`config.mk`:
```
export PLATFORM = sky130hd
export DESIGN_NAME = exec_stage_flat
export DESIGN_NICKNAME = d
export VERILOG_FILES = /design/src/rtl/risc_pkg.sv /design/src/rtl/exec_stage_if.sv /design/src/rtl/reg_file.sv /design/src/rtl/exec_stage.sv /design/src/flat_wrapper.sv
export SDC_FILE = /design/constraint.sdc
export NUM_CORES = 1
export LEC_CHECK = 0
export ABC_AREA = 1
export BUFFER_PORTS_ARGS = -buffer_cell sky130_fd_sc_hd__buf_2
export CORE_MARGIN = 1.5
export CORE_UTILIZATION = 45
export DETAILED_ROUTE_END_ITERATION = 8
export PLACE_DENSITY_LB_ADDON = 0.25
export SLEW_MARGIN = 10
export SYNTH_ARGS = -nofsm -noshare
export SYNTH_HDL_FRONTEND = slang
export SYNTH_SLANG_ARGS = --single-unit
```
`constraint.sdc`:
```
create_clock -name clk -period 1.7 [get_ports clk]
set_input_delay 0.085 -clock clk [delete_from_list [all_inputs] [get_ports clk]]
set_output_delay 0.085 -clock clk [all_outputs]
set_load 0.05 [all_outputs]
```
`src/rtl/risc_pkg.sv`:
```
// risc_pkg: shared opcodes, instruction field positions, widths and FSM states
package risc_pkg;
  localparam int NREGS = 8;
  localparam int DATA_W = 16;
  localparam int REG_IDX_W = $clog2(NREGS);
  localparam int IMM_W = 10;
  localparam int OP_LSB = 13;
  localparam int RD_LSB = 10;
  localparam int RS1_LSB = 7;
  localparam int RS2_LSB = 4;
  typedef logic [2:0] op_t;
  localparam op_t OP_ADD  = 3'd0;
  localparam op_t OP_SUB  = 3'd1;
  localparam op_t OP_AND  = 3'd2;
  localparam op_t OP_OR   = 3'd3;
  localparam op_t OP_XOR  = 3'd4;
  localparam op_t OP_NOR  = 3'd5;
  localparam op_t OP_LDI  = 3'd6;
  localparam op_t OP_HALT = 3'd7;
  typedef enum logic {RUN, HALTED} state_t;
endpackage

```
`src/rtl/exec_stage_if.sv`:
```
// exec_stage_if: instruction valid/ready handshake
interface exec_stage_if;
  logic        instr_valid;
  logic        instr_ready;
  logic [15:0] instr;
  modport master (output instr_valid, output instr, input instr_ready);
  modport slave (input instr_valid, input instr, output instr_ready);
endinterface

```
`src/rtl/reg_file.sv`:
```
// reg_file: 2R+debug-read/1W register file, r0 never written so it always reads 0
module reg_file
  import risc_pkg::*;
(
  input  logic                 clk,
  input  logic                 rst_n,
  input  logic                 we,
  input  logic [REG_IDX_W-1:0] waddr,
  input  logic [DATA_W-1:0]    wdata,
  input  logic [REG_IDX_W-1:0] ra1,
  output logic [DATA_W-1:0]    rd1,
  input  logic [REG_IDX_W-1:0] ra2,
  output logic [DATA_W-1:0]    rd2,
  input  logic [REG_IDX_W-1:0] dbg_addr,
  output logic [DATA_W-1:0]    dbg_data
);
  logic [DATA_W-1:0] mem [NREGS];
  assign rd1 = mem[ra1];
  assign rd2 = mem[ra2];
  assign dbg_data = mem[dbg_addr];
  // clear on reset; writes to r0 are dropped
  always_ff @(posedge clk or negedge rst_n)
    if (!rst_n) for (int i = 0; i < NREGS; i++) mem[i] <= '0;
    else if (we && waddr != '0) mem[waddr] <= wdata;
endmodule

```
`src/rtl/exec_stage.sv`:
```
// exec_stage: execute stage with forwarding, writeback and HALT/resume control
module exec_stage
  import risc_pkg::*;
(
  input  logic                 clk,
  input  logic                 rst_n,
  exec_stage_if.slave          in_if,
  input  logic                 resume,
  output logic [DATA_W-1:0]    alu_a,
  output logic [DATA_W-1:0]    alu_b,
  output op_t                  alu_ctrl,
  input  logic [DATA_W-1:0]    alu_result,
  output logic                 wb_valid,
  output logic [REG_IDX_W-1:0] wb_rd,
  output logic [DATA_W-1:0]    wb_data,
  output logic                 halted,
  input  logic [REG_IDX_W-1:0] dbg_addr,
  output logic [DATA_W-1:0]    dbg_data
);
  op_t                  op, ex_op;
  logic [REG_IDX_W-1:0] rd, rs1, rs2, ex_rd;
  logic [IMM_W-1:0]     ex_imm;
  logic [DATA_W-1:0]    rf_a, rf_b, fwd_a, fwd_b, ex_val;
  logic                 ex_valid, ex_halt, wr, xfer;
  state_t               state, state_nxt;
  assign op = op_t'(in_if.instr[OP_LSB +: 3]);
  assign rd = in_if.instr[RD_LSB +: REG_IDX_W];
  assign rs1 = in_if.instr[RS1_LSB +: REG_IDX_W];
  assign rs2 = in_if.instr[RS2_LSB +: REG_IDX_W];
  assign ex_halt = ex_valid && ex_op == OP_HALT;
  assign wr = ex_valid && ex_op != OP_HALT;
  assign ex_val = ex_op == OP_LDI ? DATA_W'(ex_imm) : alu_result;
  assign fwd_a = (wr && ex_rd == rs1 && rs1 != '0) ? ex_val : rf_a;
  assign fwd_b = (wr && ex_rd == rs2 && rs2 != '0) ? ex_val : rf_b;
  assign in_if.instr_ready = state == RUN && !ex_halt;
  assign xfer = in_if.instr_valid && in_if.instr_ready;
  assign alu_ctrl = ex_op;
  assign halted = state == HALTED;
  reg_file u_rf (
    .clk(clk), .rst_n(rst_n), .we(wr), .waddr(ex_rd), .wdata(ex_val),
    .ra1(rs1), .rd1(rf_a), .ra2(rs2), .rd2(rf_b),
    .dbg_addr(dbg_addr), .dbg_data(dbg_data)
  );
  // EX register: captures the accepted instruction and its (possibly forwarded) operands
  always_ff @(posedge clk or negedge rst_n)
    if (!rst_n) begin
      ex_valid <= 1'b0;
      ex_op <= OP_ADD;
      ex_rd <= '0;
      ex_imm <= '0;
      alu_a <= '0;
      alu_b <= '0;
    end else begin
      ex_valid <= xfer;
      if (xfer) begin
        ex_op <= op;
        ex_rd <= rd;
        ex_imm <= in_if.instr[IMM_W-1:0];
        alu_a <= fwd_a;
        alu_b <= fwd_b;
      end
    end
  // writeback report: pulse per register write, rd/data hold the last write
  always_ff @(posedge clk or negedge rst_n)
    if (!rst_n) begin
      wb_valid <= 1'b0;
      wb_rd <= '0;
      wb_data <= '0;
    end else begin
      wb_valid <= wr;
      if (wr) begin
        wb_rd <= ex_rd;
        wb_data <= ex_val;
      end
    end
  // run/halt state register
  always_ff @(posedge clk or negedge rst_n)
    if (!rst_n) state <= RUN;
    else state <= state_nxt;
  // halt once a HALT reaches EX, leave on resume pulse
  always_comb begin
    state_nxt = state;
    state_nxt = (state == RUN && ex_halt) ? HALTED : (state == HALTED && resume) ? RUN : state;
  end
endmodule

```
`src/flat_wrapper.sv`:
```
// flat-port wrapper written by rule: the top's interface ports become plain ports
module exec_stage_flat import risc_pkg::*;
  (clk, rst_n, resume, alu_a, alu_b, alu_ctrl, alu_result, wb_valid, wb_rd, wb_data, halted, dbg_addr, dbg_data, in_if_instr_valid, in_if_instr, in_if_instr_ready);
  exec_stage_if in_if_i ();
  input  logic clk;
  input  logic rst_n;
  input  logic resume;
  output logic [DATA_W-1:0] alu_a;
  output logic [DATA_W-1:0] alu_b;
  output op_t alu_ctrl;
  input  logic [DATA_W-1:0] alu_result;
  output logic wb_valid;
  output logic [REG_IDX_W-1:0] wb_rd;
  output logic [DATA_W-1:0] wb_data;
  output logic halted;
  input  logic [REG_IDX_W-1:0] dbg_addr;
  output logic [DATA_W-1:0] dbg_data;
  input wire logic [$bits(in_if_i.instr_valid)-1:0] in_if_instr_valid;
  input wire logic [$bits(in_if_i.instr)-1:0] in_if_instr;
  output wire logic [$bits(in_if_i.instr_ready)-1:0] in_if_instr_ready;
  assign in_if_i.instr_valid = in_if_instr_valid;
  assign in_if_i.instr = in_if_instr;
  assign in_if_instr_ready = in_if_i.instr_ready;
  exec_stage u_core (.clk(clk), .rst_n(rst_n), .in_if(in_if_i), .resume(resume), .alu_a(alu_a), .alu_b(alu_b), .alu_ctrl(alu_ctrl), .alu_result(alu_result), .wb_valid(wb_valid), .wb_rd(wb_rd), .wb_data(wb_data), .halted(halted), .dbg_addr(dbg_addr), .dbg_data(dbg_data));
endmodule
```
# ---- Word level (Yosys, flattened, before mapping)
# Cells that the tools add are included.
# Widths: inputs -> output; s select.
dict set report op_classes {
  n_lt_le_gt_ge 5
  eq_ne 5
  mux 17
  bitwise_logic 5
  n_reduce_logical 17
}
# cell count
set op_table {}
lappend op_table {{$mux 16} 10}
lappend op_table {{$bmux 16 s3} 3}
lappend op_table {{$bwmux 128} 1}
lappend op_table {{$demux 16 s3} 1}
lappend op_table {{$ge 4x4->1 const B} 4}
lappend op_table {{$not 3->4} 4}
lappend op_table {{$logic_and 1x1->1} 12}
lappend op_table {{$reduce_bool 3->1} 3}
lappend op_table {{$eq 3x3->1} 2}
lappend op_table {{$eq 3x3->1 const B} 2}
lappend op_table {{$lt 4x1->1 const B} 1}
lappend op_table {{$ne 3x3->1 const B} 1}
lappend op_table {{$mux 1} 2}
lappend op_table {{$reduce_bool 2->1} 1}
lappend op_table {{$logic_not 1->1} 1}
lappend op_table {{$not 1->1} 1}
dict set report totals {
  register_bits 198
  input_bits 39
  output_inout_bits 73
  word_cells 67
}

# ---- Logic depth before layout (Yosys ltp)
dict set report depth {
  word_depth 6
  ltp_mapped 11
  mapped_depth_nobuf 9
}

# ---- By module
# Synthesis repeated with hierarchy kept, for this count alone.
dict set report unflattened {
  hier_cells 1903
  hier_area_um2 12160.4
}
# module n_inst cells_per_inst area_each_um2 seq_area_each_um2
set by_module_without_submodules {}
lappend by_module_without_submodules {reg_file 1 1442 8639.5 3203.1}
lappend by_module_without_submodules {exec_stage 1 461 3520.9 1751.7}

# ---- Worst setup path after synthesis
# Ideal clock, no wire load.
dict set report synth_timing {
  kind {reg2reg}
  startpoint {register u_core.ex_op[0] (netlist: u_core.alu_ctrl[0])}
  endpoint {register u_core.alu_a[0]}
  setup_time_ns 0.118
  t_arrival_ns 1.709
  t_required_ns 1.582
  slack_ns -0.127
  path_stages_with_launch 9
  path_buffers 1
  synth_period_minus_slack_ns 1.827
  path_cell_list {dfrtp_1 nand3_1 nand2_2 inv_2 nand3_2 clkbuf_1 nand3_1 nand3_1 nand2_1}
}
dict set report synth_between {
  elab_chain_len 5
  word_cells_on_any_way 12
  classes_between {eq/ne: 3; mux: 2; reduce/logical: 7}
}
# item line_no
set synth_lines {}
lappend synth_lines {{start: declaration} exec_stage.sv:20} ;# op_t op, ex_op;
lappend synth_lines {{start signal: assignment} exec_stage.sv:56} ;# ex_op <= op;
lappend synth_lines {{$ne 3x3->1} exec_stage.sv:31} ;# assign wr = ex_valid && ex_op != OP_HALT;
lappend synth_lines {{$logic_and 1x1->1} exec_stage.sv:31}
lappend synth_lines {{net u_core.u_rf.we} reg_file.sv:7} ;# input logic we,
lappend synth_lines {{$logic_and 1x1->1 (2 in series)} exec_stage.sv:33} ;# assign fwd_a = (wr && ex_rd == rs1 && rs1 != '0) ? ex_val : rf_a;
lappend synth_lines {{$mux 16} exec_stage.sv:33}
lappend synth_lines {{end signal: assignment} exec_stage.sv:59} ;# alu_a <= fwd_a;
lappend synth_lines {{end: declaration} exec_stage.sv:9} ;# output logic [DATA_W-1:0] alu_a,
# The timed path passes the listed nets, and every way through them passes these cells.
# A chain may end at the register's enable or synchronous reset.

# ---- Final worst setup path
dict set report layout_timing {
  startpoint {register u_core.u_rf.mem[20] in the netlist's numbering}
  endpoint {output dbg_data[4]}
}
dict set report layout_between {
  elab_chain_len 3
}
# item line_no
set layout_lines {}
lappend layout_lines {{start: declaration} reg_file.sv:17} ;# logic [DATA_W-1:0] mem [NREGS];
lappend layout_lines {{start signal: indexed assignment} reg_file.sv:24} ;# else if (we && waddr != '0) mem[waddr] <= wdata;
lappend layout_lines {{$bmux 16 s3} reg_file.sv:20} ;# assign dbg_data = mem[dbg_addr];
lappend layout_lines {{$mux 16 (not written as such) (2 in series)} reg_file.sv:20}
lappend layout_lines {{end: declaration} flat_wrapper.sv:17} ;# output logic [DATA_W-1:0] dbg_data;
# Every way passes these cells. The select of a mux whose other input is x is not followed.

==> flow_summary_export.csv <==
group,metric,value,unit
setup_path,critPathArrivalTime,1.68,ns
die,fp.dieArea,25900,µm²
yosys,ys_types,22,
drt,finalWirelength,39.8,mm
hold_path,whs_endpoint,"u_core.wb_data[15]$_DFFE_PN0P_",
setup_path,r2r_slack,0.12,ns
drt,drc_errors,0,
setup_path,r2r_cells,8,
timing,layout_setup_ws,-0.0644,ns
pwr,ir_drop,0.984,mV
yosys,synth_top_cell_by_area,"dfrtp_1",
timing,max_freq,567,MHz
clock_tree,root_buffer,"clkbuf_16",
drt,avgRoutedWirePerCell,19.0,µm
pwr,p_total,0.0237,W
drt,drtPass1Iterations,5,
yosys,synth_edf_count,0,
clock_tree,cts_sinks,198,
placed_design,numPortBuffers,111,
setup_path,critPathCaptureType,"output pin",
pwr,combPwrFrac,48.0,%
drt,via_count,11800,
final_layout,drive_above_1_share,16.6,%
timing,setup_viol,4,
clock_tree,clock_path_buffers,2,
clock_tree,clk_pin_slew_worst_paths,0.08,ns
yosys,synthSimpleGateAreaFrac,33.1,%
grt,grt-ovfl-total,0,
setup_path,critPathRequiredTime,1.62,ns
pwr,p_sw,0.0114,W
placed_design,place_congestion,0.876,
setup_path,r2r-end,"u_core.u_rf.mem[84]$_DFFE_PN0P_",
run_status,violations,"setup timing",
clock_tree,tritoncts,"done",
yosys,yosysMostFrequentCell,"nand2_1",
die,initial_core_util,46.1,%
yosys,netlist_instances,1650,
grt,grt.met2_usage,50.2,%
timing,rsz0062_at_grt,"true",
clock_tree,htreeDepth,4,
grt,grt_pass1_wl,62.8,mm
final_layout,diodes,0,
timing,tightestPinTransition,0.550,ns
yosys,synth_compound_area_share,13.3,%
drt,via_per_inst,5.65,
final_layout,multi_input_area,5400,µm²
pwr,switching_share,47.9,%
yosys,yosys_warnings,0,
setup_path,r2r-start,"u_core.alu_ctrl[0]$_DFFE_PN0P_",
pwr,p_seq_share,34.4,%
hold_path,worstHoldStart,"alu_result[15]",
yosys,synthArstFlopShare,100,%
yosys,synthTopCellsByArea,"dfrtp_1 44%, nand2_1 18%, nand3_1 12%",
die,die_y,161,µm
hold_path,holdPathStages,4,
final_layout,seq_area,4960,µm²
placed_design,dp_hpwl,25.1,mm
die,row_count,57,
run_status,status,"complete, but fails checks",
drt,ant_nets,0,
die,pin_count,112,
grt,grt_max_degree,65,
drt,drtIter0Drc,1173,
final_layout,layout.nets,1799,
grt,grt_util_met3,6.37,%
pwr,p_int,0.0124,W
pwr,power_frac_clock,17.6,%
die,die_w,161,µm
grt,grt_usage,31.3,%
timing,period_minus_slack,1.76,ns
final_layout,fill_cells,2319,
setup_path,crit_type,"reg -> out",
yosys,synth_mux_area_share,0,%
final_layout,area_delta_synth_final,21.9,%
grt,grt_pass1_vias,11600,
grt,busiest_layer,"met2",
setup_path,cp-start-kind,"flop",
yosys,synth_top_cell_area_share,44.1,%
clock_tree,cts_made_buffers,17,
yosys,syn-mean-instance-area,6.81,µm²
timing,finalCritPeriodShare,104,%
timing,max_slew_margin,63.3,%
timing,drv_slew,0,
yosys,ys_ff_latch,198,
timing,final_hold_viol_count,0,
yosys,synth_nets,1689,
pwr,leakage,6.74,nW
yosys,synth.cells.most_frequent,"546 x nand2_1, 275 x nand3_1, 198 x dfrtp_1",
pwr,power_density,1730,nW/µm²
clock_tree,clk_latency,0.45,ns
yosys,seq_area_frac_synth,44.1,%
yosys,synthAdderAreaFrac,0,%
flow_run,cap_violations,0,
yosys,synth_top_flop_cell,"dfrtp_1",
setup_path,path_max_fanout,2,
timing,fin_worst_skew,0.0126,ns
grt,antenna_found_initial,0,
die,coreArea,24400,µm²
hold_path,min_path_type,"in -> reg",
yosys,synth_top_family_by_area,"simple AND/OR/NAND/NOR gates",
placed_design,preCtsSetupSlack,-0.0488,ns
yosys,syn_area,11200,µm²
grt,grtUsageMet1,38.9,%
yosys,synthXorXnorAreaFrac,0,%
==> what timing repair did <==
action | CTS | global route
buffers inserted | 10 | 6
pin swaps | 1 | 6
setup endpoints to repair | 20 | 52
hold buffers | 16 | 0
hold endpoints to repair | 213 | 0
cloned | 0 | 1
gates resized for setup | 40 | 29
==> worst max-delay path, cell delays in order (launching register included) <==
cell     delay, ns
dfrtp_1       0.36
inv_2         0.05
a21oi_2       0.10
o21ai_1       0.08
nand2_1       0.10
nor2_1        0.06
a31oi_1       0.23
buf_4         0.25
==> flip-flops by register name (all words and copies together) (netlist names) <==
| signal | count |
|---|---|
| u_core.alu_a | 16 |
| u_core.wb_rd | 3 |
| u_core.u_rf.mem | 128 |
| u_core.alu_b | 16 |
| u_core.alu_ctrl | 3 |
| u_core.halted | 1 |
| u_core.ex_rd | 3 |
| u_core.wb_data | 16 |
| u_core.ex_valid | 1 |
| u_core.wb_valid | 1 |
| u_core.ex_imm | 10 |
==> layout by cell type (no fill, tap or decap), drive strengths merged <==
cell type	count
dfrtp	198
nor3	4
o21ai	184
a21oi	90
inv	148
nand2	548
nand3	277
clkinvlp	2
bufinv	1
dlygate4sd3	16
clkinv	9
nand4	1
clkbuf	19
buf	204
nor2	54
a31oi	18
==> through the flow <==
step	cell area, µm²	std cells	utilization, %	hold slack [ns]	setup TNS [ns]
6_report	13700	2097	56.2	0.0491	-0.166
5_1_grt	13700	2097	56.2	0.0805	-1.34
4_1_cts	13600	2090	55.6	0.0425	-0.162
3_5_place_dp	12600	2032	51.8	0.0454	-0.0803
3_3_place_gp	12600	2032	51.8	0.0499	-0.0544
2_1_floorplan	11300	1650	-	-0.211	-0.140
==> power groups by stage <==
stage,clock (W),combinational [W],sequential (W)
after detailed placement,0,0.0107,0.00819
after floorplan,0,0.00535,0.0102
after global placement,0,0.0105,0.00814
final,0.00417,0.0114,0.00817
after CTS,0.00420,0.0111,0.00810
after global routing,0.00437,0.0125,0.00840
==> per-layer routing <==
metal	vias up	routed length (µm)
met1	5533	15400
met4	0	2040
met5	-	0
li1	5541	-
met3	138	3570
met2	636	18800
==> worst max-delay path by stage <==
stage,startpoint,depth (start not counted),slack [ns],end
after floorplan,dbg_addr[1],8,-0.04,dbg_data[1]
after global placement,u_core.alu_ctrl[2]$_DFFE_PN0P_,8,-0.03,u_core.alu_a[13]$_DFFE_PN0P_
after detailed placement,u_core.alu_ctrl[2]$_DFFE_PN0P_,8,-0.05,u_core.alu_a[13]$_DFFE_PN0P_
after CTS,u_core.u_rf.mem[20]$_DFFE_PN0P_,7,-0.05,dbg_data[4]
after global routing,u_core.u_rf.mem[32]$_DFFE_PN0P_,8,-0.17,dbg_data[0]
final,u_core.u_rf.mem[20]$_DFFE_PN0P_,7,-0.06,dbg_data[4]
==> area by class of cell <==
| type | instances | share of cell area [%] |
|---|---|---|
| sequential | 198 | 36.2 |
| timing repair buffer | 221 | 13.1 |
| multi-input combinational | 1176 | 39.4 |
| tap | 324 | 2.96 |
| clock inverter | 14 | 1.20 |
| inverter | 146 | 4.00 |
| clock buffer | 18 | 3.13 |
==> logic make-up (layout without fill, tap and decap cells) <==
| logic type | Yosys count | count (layout) |
|---|---|---|
| AND/OR/NAND/NOR | 884 | 884 |
| AO/OA/AOI/OAI | 292 | 292 |
| buffers and inverters | 276 | 399 |
| flip-flops | 198 | 198 |
(Power assumes the default switching activity.)
